--- src/rtl/cmp_desc_fifo.sv ---
//------------------------------------------------------------------------------
// cmp_desc_fifo : show-ahead descriptor FIFO with registered full/empty
// Revision: 1.0
//------------------------------------------------------------------------------
`default_nettype none

module cmp_desc_fifo #(
  parameter int DEPTH = 8,
  parameter int WIDTH = 8
) (
  input  logic             clk_i,
  input  logic             rst_i,
  input  logic             push_i,
  input  logic [WIDTH-1:0] data_i,
  input  logic             pop_i,
  output logic [WIDTH-1:0] data_o,
  output logic             full_o,
  output logic             empty_o
);

  localparam int PTR_W = $clog2(DEPTH);
  localparam int CNT_W = PTR_W + 1;

  logic [WIDTH-1:0] r_mem [DEPTH];
  logic [PTR_W-1:0] r_wptr;
  logic [PTR_W-1:0] r_rptr;
  logic [CNT_W-1:0] r_count;
  logic [CNT_W-1:0] w_count_nxt;
  logic             r_full;
  logic             r_empty;
  logic             w_push;
  logic             w_pop;

  // A pop in the same cycle makes room for a push even when full
  assign w_pop  = pop_i && !r_empty;
  assign w_push = push_i && (!r_full || w_pop);

  always_comb begin
    w_count_nxt = r_count;
    if (w_push && !w_pop)
      w_count_nxt = r_count + 1'b1;
    else if (!w_push && w_pop)
      w_count_nxt = r_count - 1'b1;
  end

  always_ff @(posedge clk_i or posedge rst_i) begin
    if (rst_i) begin
      r_wptr  <= '0;
      r_rptr  <= '0;
      r_count <= '0;
      r_full  <= 1'b0;
      r_empty <= 1'b1;
    end else begin
      if (w_push) r_wptr <= r_wptr + 1'b1;
      if (w_pop)  r_rptr <= r_rptr + 1'b1;
      r_count <= w_count_nxt;
      r_full  <= (w_count_nxt == CNT_W'(DEPTH));
      r_empty <= (w_count_nxt == '0);
    end
  end

  always_ff @(posedge clk_i) begin
    if (w_push) r_mem[r_wptr] <= data_i;
  end

  assign data_o  = r_mem[r_rptr];
  assign full_o  = r_full;
  assign empty_o = r_empty;

endmodule

`default_nettype wire

--- config.mk ---
export PLATFORM = sky130hd
export DESIGN_NAME = cmp_desc_fifo
export DESIGN_NICKNAME = d
export VERILOG_FILES = /design/src/rtl/cmp_desc_fifo.sv
export SDC_FILE = /design/constraint.sdc
export NUM_CORES = 1
export LEC_CHECK = 0
export ABC_AREA = 1
export CORE_MARGIN = 5
export CORE_UTILIZATION = 45
export CTS_CLUSTER_SIZE = 40
export DETAILED_ROUTE_END_ITERATION = 12
export GPL_TIMING_DRIVEN = 0
export PLACE_DENSITY = 0.61
export SETUP_SLACK_MARGIN = 0.1
export SLEW_MARGIN = 40
export SYNTH_ARGS = -nofsm -noshare
export SYNTH_HDL_FRONTEND = slang
export SYNTH_SLANG_ARGS = --single-unit
--- constraint.sdc ---
create_clock -name clk_i -period 2 [get_ports clk_i]
set_input_delay 0.2 -clock clk_i [delete_from_list [all_inputs] [get_ports clk_i]]
set_output_delay 0.2 -clock clk_i [all_outputs]
set_load 0.01 [all_outputs]
# Word level (Yosys, flattened, before mapping)
# Memory sizes are Yosys's and may differ from the RTL's.
# Index checks and enable logic that the tools add are counted.
# W data, S select, Z words.
# word_totals
ff_bits	12
ram_bits	64
input_bits	12
out_inout_bits	10
wordCells	25
n_memories	1
# memory_table
memory	words	width	rd	rd_ports_with_merged_regs	wr	line	text
r_mem	8	8	1	0	1	24	logic [WIDTH-1:0] r_mem [DEPTH];
# op_classes
n_addsub	4
n_eq_ne	1
n_mux	4
n_reduce_logical	10
# ops
op	count
$mux W4	2
$add A3 B1 Y3 const B	2
$add A4 B1 Y4 const B	1
$eq A4 B4 Y1 const B	1
$logic_and A1 B1 Y1	4
$logic_not A1 Y1	4
$logic_not A4 Y1	1
$sub A4 B1 Y4 const B	1
$mux W1	2
$logic_or A1 B1 Y1	1

# Depth between registers and ports, before layout
# Gate-level depths: netlist of the first run.
# depth
word_depth	9
depth_mapped	10
depth_no_buf	10

# Least setup slack after synthesis of the first run
# No wires, ideal clock.
# synth_timing
path_kind	reg2reg
startpoint	reg r_empty (netlist: empty_o)
endpoint	mem r_mem[4][0] (enable)
setup_time_ns	0.370
arrival_ns	1.323
required_time_ns	1.630
setup_slack_ns	0.306
stages_incl_launch_ff	7
path_buffers	0
synth_period_minus_slack_ns	1.694
cell_sequence	dfstp_2 > inv_1 > nand2_4 > inv_2 > o21ai_2 > or2_1 > nor2_1
# synth_via
elab_chain_len	6
# synth_rtl
element	line	text
start: declaration	30	logic r_empty;
start signal: assignment	58	r_empty <= (w_count_nxt == '0);
$logic_not A1 Y1	35	assign w_pop = pop_i && !r_empty;
$logic_and A1 B1 Y1	35	
$logic_or A1 B1 Y1	36	assign w_push = push_i && (!r_full || w_pop);
$logic_and A1 B1 Y1	36	
$mux W1	63	if (w_push) r_mem[r_wptr] <= data_i;
$mux W1 (not written as such)	63	
end: declaration	24	
# No other way between the ends.

# Worst setup path after layout of the first run
# layout_timing
startpoint	reg r_rptr[0]
endpoint	out data_o[6]
# layout_via
elab_chain_len	1
# layout_rtl
element	line	text
start: declaration	26	logic [PTR_W-1:0] r_rptr;
start signal: assignment	55	if (w_pop) r_rptr <= r_rptr + 1'b1;
$mem_v2 Z8 W8	n/a	
end: declaration	16	output logic [WIDTH-1:0] data_o,
# No other way between the ends.

==> impl_metrics.tcl, run 1 <==
set metrics [dict create \
    status "finished clean" \
    cp_num_buf_inv 4 \
    num_rows 30 \
    core_area_um2 6870 \
    timing.max_cap.violations 0 \
    clock_sink_count 76 \
    detail_route.first_pass.iterations 4 \
    worst_ep_arrival_time_ns 1.70 \
    clock_insertion_delay_worst_skew_ns 0.34 \
    avgRoutedWirePerCell_um 17.3 \
    nets 341 \
    timing_max_transition_violations_final 0 \
    initial_antenna_violation_count 0 \
    gr_ovfl_total 0 \
    dieWidth_um 94.6 \
    finalClockSkew_ns 0.00846 \
    critPathLaunch "r_rptr[0]$_DFFE_PP0P_" \
    multi_input_area_um2 972 \
    global_route_wire_length_before_repair_mm 11.5 \
    htree_num_levels 3 \
    cp_slowest_stage_delay_ns 0.46 \
    die_height_um 94.6 \
    pre_cts_ws_ns -0.376 \
    port-buffer-count 21 \
    post_synth_num_cell_types 27 \
    route.detailed.drc 0 \
    slowest_stage "sky130_fd_sc_hd__dfrtp_2" \
    antennaDiodeCount 0 \
    detailroute.via_count 2148 \
    timing_worst_slew_pin_value_ns 0.544 \
    min_period_over_period 0.952 \
    period_needed_ns 1.90 \
    die_area_um2 8950 \
    ys_ff_latch 76 \
    avgViaCountPerCell 5.04 \
    first_global_vias 2156 \
    timing.critical_path.fanout_max 5 \
    post_route_cells_drive_above_1_share 0.230 \
    cts_tree "built" \
    worstSetupEndpointType "primary output" \
    max_slew_margin 0.637 \
    worstReg2RegEnd "r_mem[6][0]$_DFFE_PP_" \
    yosys-top-cells-area "sky130_fd_sc_hd__edfxtp_1 60%, sky130_fd_sc_hd__dfrtp_1 8.5%, sky130_fd_sc_hd__nand2_1 6.5%, sky130_fd_sc_hd__nor2_1 5.1%, sky130_fd_sc_hd__o21ai_0 4.2%" \
    timing.hold.worst.class "input port to async pin" \
    synth.yosys.seq_area_share 0.690 \
    top_ports 22 \
    initialDrtViolationCount 101 \
    crit_type "register to primary output" \
    initial_utilization 0.469 \
    netlist_instances 277 \
    syn_area_um2 3220 \
    ctsLongestPathBuffers 2 \
    worst_setup_hold_path_clk_slew_ns 0.07 \
    worst_setup_path_start_kind "register" \
    synth_top_area_frac 0.597 \
    layout_setup_ws_ns 0.0967 \
    sequential_cell_area_um2 2230 \
    power_density_nw_per_um2 1520 \
    holdWs_ns 0.159 \
    cts-buffers-inserted 9 \
    synthesis.yosys.warnings 0 \
    static_leakage_nw 1.57 \
    detail-route-antenna-nets 0 \
    syn_nets 293 \
    grt_max_degree 13 \
    cts_hold_repair.buffers 0 \
    peakVddDrop_mv 0.691 \
    clock-root-buffer "sky130_fd_sc_hd__clkbuf_8" \
    final_wtd_congestion 0.734 \
    post_synth.cell_area_avg_um2 11.6 \
    final_hold_viol_count 0 \
    path_cells "buf_8 > buf_8 > buf_6 > mux2i_1 > o22ai_1 > nand2_1 > nand2_1 > buf_2" \
    detailedPlacementHpwl_mm 4.30 \
    setup_viol_count_final 0 \
    max_clock_freq_mhz 525 \
    reg2reg_setup_slack_ns 0.12 \
    synth_largest_area_cell "sky130_fd_sc_hd__edfxtp_1" \
    depth_of_the_most_critical_reg_to_reg_path 6 \
    fillerInstances 561 \
    critical-path-top-delay-family "buffers and inverters" \
    area_overhead_vs_synth_pct 26.4 \
    critical_path_required_ns 1.80 \
    crit-reg2reg-launch "empty_o$_DFF_PP1_" \
    track_usage 0.178 \
    rsz0062_at_grt "true" \
    drt_wl_total_mm 7.35 \
]
sequential cells by signal, summed over array words and instances, names as in the netlist:
name     cells
r_mem       64
r_count      4
r_rptr       3
r_wptr       3
empty_o      1
full_o       1
layout make-up:
type / count / area share
clock buffers: 13 / 0.0341
repair buffers: 38 / 0.0980
multi-input cells: 172 / 0.239
clock inverters: 3 / 0.00983
well taps: 96 / 0.0295
flip-flops and latches: 76 / 0.547
inverters: 20 / 0.0218
plain buffers: 8 / 0.0212
stage by stage:
step | setup TNS (ns) | utilization | instance area, um2 | std cells | power [mW]
floorplan | 0 | - | 3220 | 277 | 3.57
global placement | -22.48 | 0.517 | 3550 | 394 | 4.37
CTS | -1.43 | 0.574 | 3940 | 423 | 5.96
global route | 0 | 0.593 | 4070 | 426 | 6.62
finish | 0 | 0.593 | 4070 | 426 | 6.20
detailed placement | -14.75 | 0.519 | 3560 | 394 | 4.44
worst max-delay path by stage:
stage	endpoint	slack [ns]	cells past startpoint
detailed placement	r_mem[4][0]$_DFFE_PP_	-0.38	6
finish	data_o[6]	0.1	8
CTS	r_mem[4][0]$_DFFE_PP_	-0.1	6
global placement	r_mem[0][2]$_DFFE_PP_	-0.49	6
floorplan	r_mem[4][0]$_DFFE_PP_	0.31	6
global route	r_mem[4][0]$_DFFE_PP_	0.0005	6
placed cells by master (no fill, tap or decap), drive strengths merged, types with 2 or more instances in the layout:
cell type,Yosys,layout
clkdlybuf4s50,0,13
o22ai,8,8
or2,2,2
o21ai,34,34
dfrtp,11,11
inv,19,18
xor2,5,5
mux2i,8,8
nand2,57,57
edfxtp,64,64
clkinv,1,4
nor2,44,44
nand3,8,8
buf,7,29
ha,4,4
clkbuf,2,17
where the power goes:
part	total, mW	leakage, nW	switching [mW]	internal [mW]
registers	2.21	0.721	0.170	2.04
logic	2.90	0.759	1.61	1.29
clock network	1.10	0.0914	0.523	0.575
layer usage:
metal,global-route usage,up-vias,wire [um]
li1,-,1052,-
met1,0.244,1031,3250
met2,0.285,56,3520
met3,0.0390,9,502
met4,0.0493,0,76
met5,0,-,0
logic make-up after synthesis:
family / after synthesis / share of synthesized area
buf+inv: 29 / 0.0396
simple gates: 111 / 0.142
xor+xnor: 6 / 0.0163
mux: 8 / 0.0249
compound gates: 43 / 0.0718
fa+ha+maj: 4 / 0.0155
flops: 76 / 0.690
Yosys cell counts, drive strengths merged:
cell type  instances
dfstp              1
o22ai              8
edfxtp            64
mux2i              8
o21ai             34
nor2              44
inv               19
clkbuf             2
or2                2
clkinv             1
nand3              8
o211ai             1
buf                7
xnor2              1
xor2               5
ha                 4
dfrtp             11
nand2             57
repair_timing:
action | CTS | global route
pin swaps | 3 | 8
gates resized for setup | 66 | 36
setup endpoints to repair | 48 | 64
setup buffers | 10 | 3
gates cloned | 3 | 1
Power figures use the tool's default switching activity.
==> run 2: changes to the inputs <==
--- a/config.mk
+++ b/config.mk
@@ -6,6 +6,7 @@
 export NUM_CORES = 1
 export LEC_CHECK = 0
 export ABC_AREA = 1
+export CAP_MARGIN = 20
 export CORE_MARGIN = 5
 export CORE_UTILIZATION = 45
 export CTS_CLUSTER_SIZE = 40
@@ -13,6 +14,7 @@
 export GPL_TIMING_DRIVEN = 0
 export PLACE_DENSITY = 0.61
 export SETUP_SLACK_MARGIN = 0.1
+export SKIP_CTS_REPAIR_TIMING = 1
 export SLEW_MARGIN = 40
 export SYNTH_ARGS = -nofsm -noshare
 export SYNTH_HDL_FRONTEND = slang
==> impl_metrics.tcl, run 2 (synthesized netlist as in run 1, its figures left out) <==
set metrics [dict create \
    status "finished clean" \
    track_usage 0.166 \
    timing.hold.worst.class "input port to async pin" \
    grt_max_degree 13 \
    cp_slowest_stage_delay_ns 0.44 \
    initialDrtViolationCount 82 \
    drt_wl_total_mm 7.00 \
    finalNonFillerCells 422 \
    ctsLongestPathBuffers 2 \
    reg2reg_setup_slack_ns 0.27 \
    initial_utilization 0.469 \
    num_rows 30 \
    fillerInstances 581 \
    setup_viol_count_final 0 \
    route.detailed.drc 0 \
    initial_antenna_violation_count 0 \
    static_leakage_nw 1.53 \
    worst_setup_hold_path_clk_slew_ns 0.07 \
    port-buffer-count 21 \
    antennaDiodeCount 0 \
    register_name_with_the_most_flops "r_mem" \
    avgViaCountPerCell 5.03 \
    largest_register_ffs 64 \
    path_cells "buf_8 > buf_6 > buf_6 > buf_4 > mux2i_1 > o22ai_1 > nand2_1 > nand2_1 > dlymetal6s2s_1" \
    clock-root-buffer "sky130_fd_sc_hd__clkbuf_8" \
    die_area_um2 8950 \
    clock_insertion_delay_worst_skew_ns 0.34 \
    core_area_um2 6870 \
    cts_tree "built" \
    htree_num_levels 3 \
    post_route_cells_drive_above_1_share 0.199 \
    worst_setup_path_start_kind "register" \
    power_density_nw_per_um2 1490 \
    worstReg2RegEnd "r_mem[0][0]$_DFFE_PP_" \
    top_ports 22 \
    min_period_over_period 0.997 \
    critical_path_required_ns 1.80 \
    dieWidth_um 94.6 \
    finalClockSkew_ns 0.00701 \
    worst_ep_arrival_time_ns 1.79 \
    global_route_wire_length_before_repair_mm 10.8 \
    die_height_um 94.6 \
    clock_sink_count 76 \
    nets 337 \
    max_slew_margin 0.697 \
    worstSetupEndpointType "primary output" \
    final_hold_viol_count 0 \
    detail_route.first_pass.iterations 4 \
    holdWs_ns 0.160 \
    rsz0062_at_grt "true" \
    top_regs "r_mem (64), r_count (4)" \
    detailroute.via_count 2121 \
    crit_type "register to primary output" \
    first_global_vias 2061 \
    max_clock_freq_mhz 502 \
    area_overhead_vs_synth_pct 23.1 \
    avgRoutedWirePerCell_um 16.6 \
    crit-reg2reg-launch "empty_o$_DFF_PP1_" \
    timing.max_cap.violations 0 \
    slowest_stage "sky130_fd_sc_hd__dfrtp_2" \
    layout_common_cells "64 x sky130_fd_sc_hd__edfxtp_1, 54 x sky130_fd_sc_hd__nand2_1, 33 x sky130_fd_sc_hd__nor2_1" \
    peakVddDrop_mv 0.825 \
    gr_ovfl_total 0 \
    timing_max_transition_violations_final 0 \
    period_needed_ns 1.99 \
    depth_of_the_most_critical_reg_to_reg_path 6 \
    timing.critical_path.fanout_max 7 \
    placed_cells_incl_taps 394 \
    detailedPlacementHpwl_mm 4.30 \
    final_wtd_congestion 0.734 \
    detail-route-antenna-nets 0 \
    mostFrequentLayoutCell "sky130_fd_sc_hd__edfxtp_1" \
    cts-buffers-inserted 9 \
    timing_worst_slew_pin_value_ns 0.455 \
]
## run 2: changes by cell type in the layout (fill, tap and decap cells not counted), sizes merged
cell,before,now
buf,29,26
dlymetal6s2s,0,2
inv,18,19
clkinvlp,0,1
clkinv,4,2
clkbuf,17,14
## run 2: layout make-up
type / instances / area (um2) / share of cell area
sequential: 76 / 2230 / 0.561
multi-input combinational: 172 / 967 / 0.244
timing repair buffer: 33 / 293 / 0.0738
clock buffer: 13 / 139 / 0.0350
tap: 96 / 120 / 0.0303
buffer: 9 / 97.6 / 0.0246
inverter: 20 / 83.8 / 0.0211
clock inverter: 3 / 40.0 / 0.0101
## run 2: how the worst max path moves through the flow
stage | from | end | slack [ns] | depth (start not counted)
after global placement | pop_i | r_mem[0][2]$_DFFE_PP_ | -0.49 | 6
after CTS | r_rptr[1]$_DFFE_PP0P_ | data_o[6] | -0.46 | 6
after floorplan | empty_o$_DFF_PP1_ | r_mem[4][0]$_DFFE_PP_ | 0.31 | 6
after detailed placement | pop_i | r_mem[4][0]$_DFFE_PP_ | -0.38 | 6
final | r_rptr[0]$_DFFE_PP0P_ | data_o[2] | 0.007 | 9
after global routing | r_rptr[0]$_DFFE_PP0P_ | data_o[2] | -0.06 | 9
## run 2: worst max-delay path: cells and delay by family (launching register included)
kind	cells	cell delay (ns)
and+or+nand+nor	2	0.13
buffers and inverters	5	0.67
DFF	1	0.44
AOI/OAI and AO/OA	1	0.08
muxes	1	0.13
## run 2: stage by stage
step	TNS [ns]	setup slack [ns]	power [mW]	utilization	area [um2]
final	0	0.00696	5.91	0.577	3970
after global routing	-0.0726	-0.0610	6.30	0.577	3970
after CTS	-4.88	-0.460	5.53	0.545	3740
after detailed placement	-14.75	-0.376	4.44	0.519	3560
after global placement	-22.48	-0.494	4.37	0.517	3550
after floorplan	0	0.306	3.57	-	3220
## run 2: metal layers
metal / up-vias / GRT usage / wire (um)
met5: - / 0 / 0
met4: 0 / 0.0493 / 36
met3: 6 / 0.0406 / 307
met2: 39 / 0.262 / 3400
met1: 1036 / 0.229 / 3260
li1: 1040 / - / -
## run 2: report_power, final
group	total, mW	switching [mW]	internal, mW
combinational	2.62	1.52	1.10
clock	1.09	0.518	0.575
sequential	2.20	0.161	2.04
total	5.91	2.20	3.71
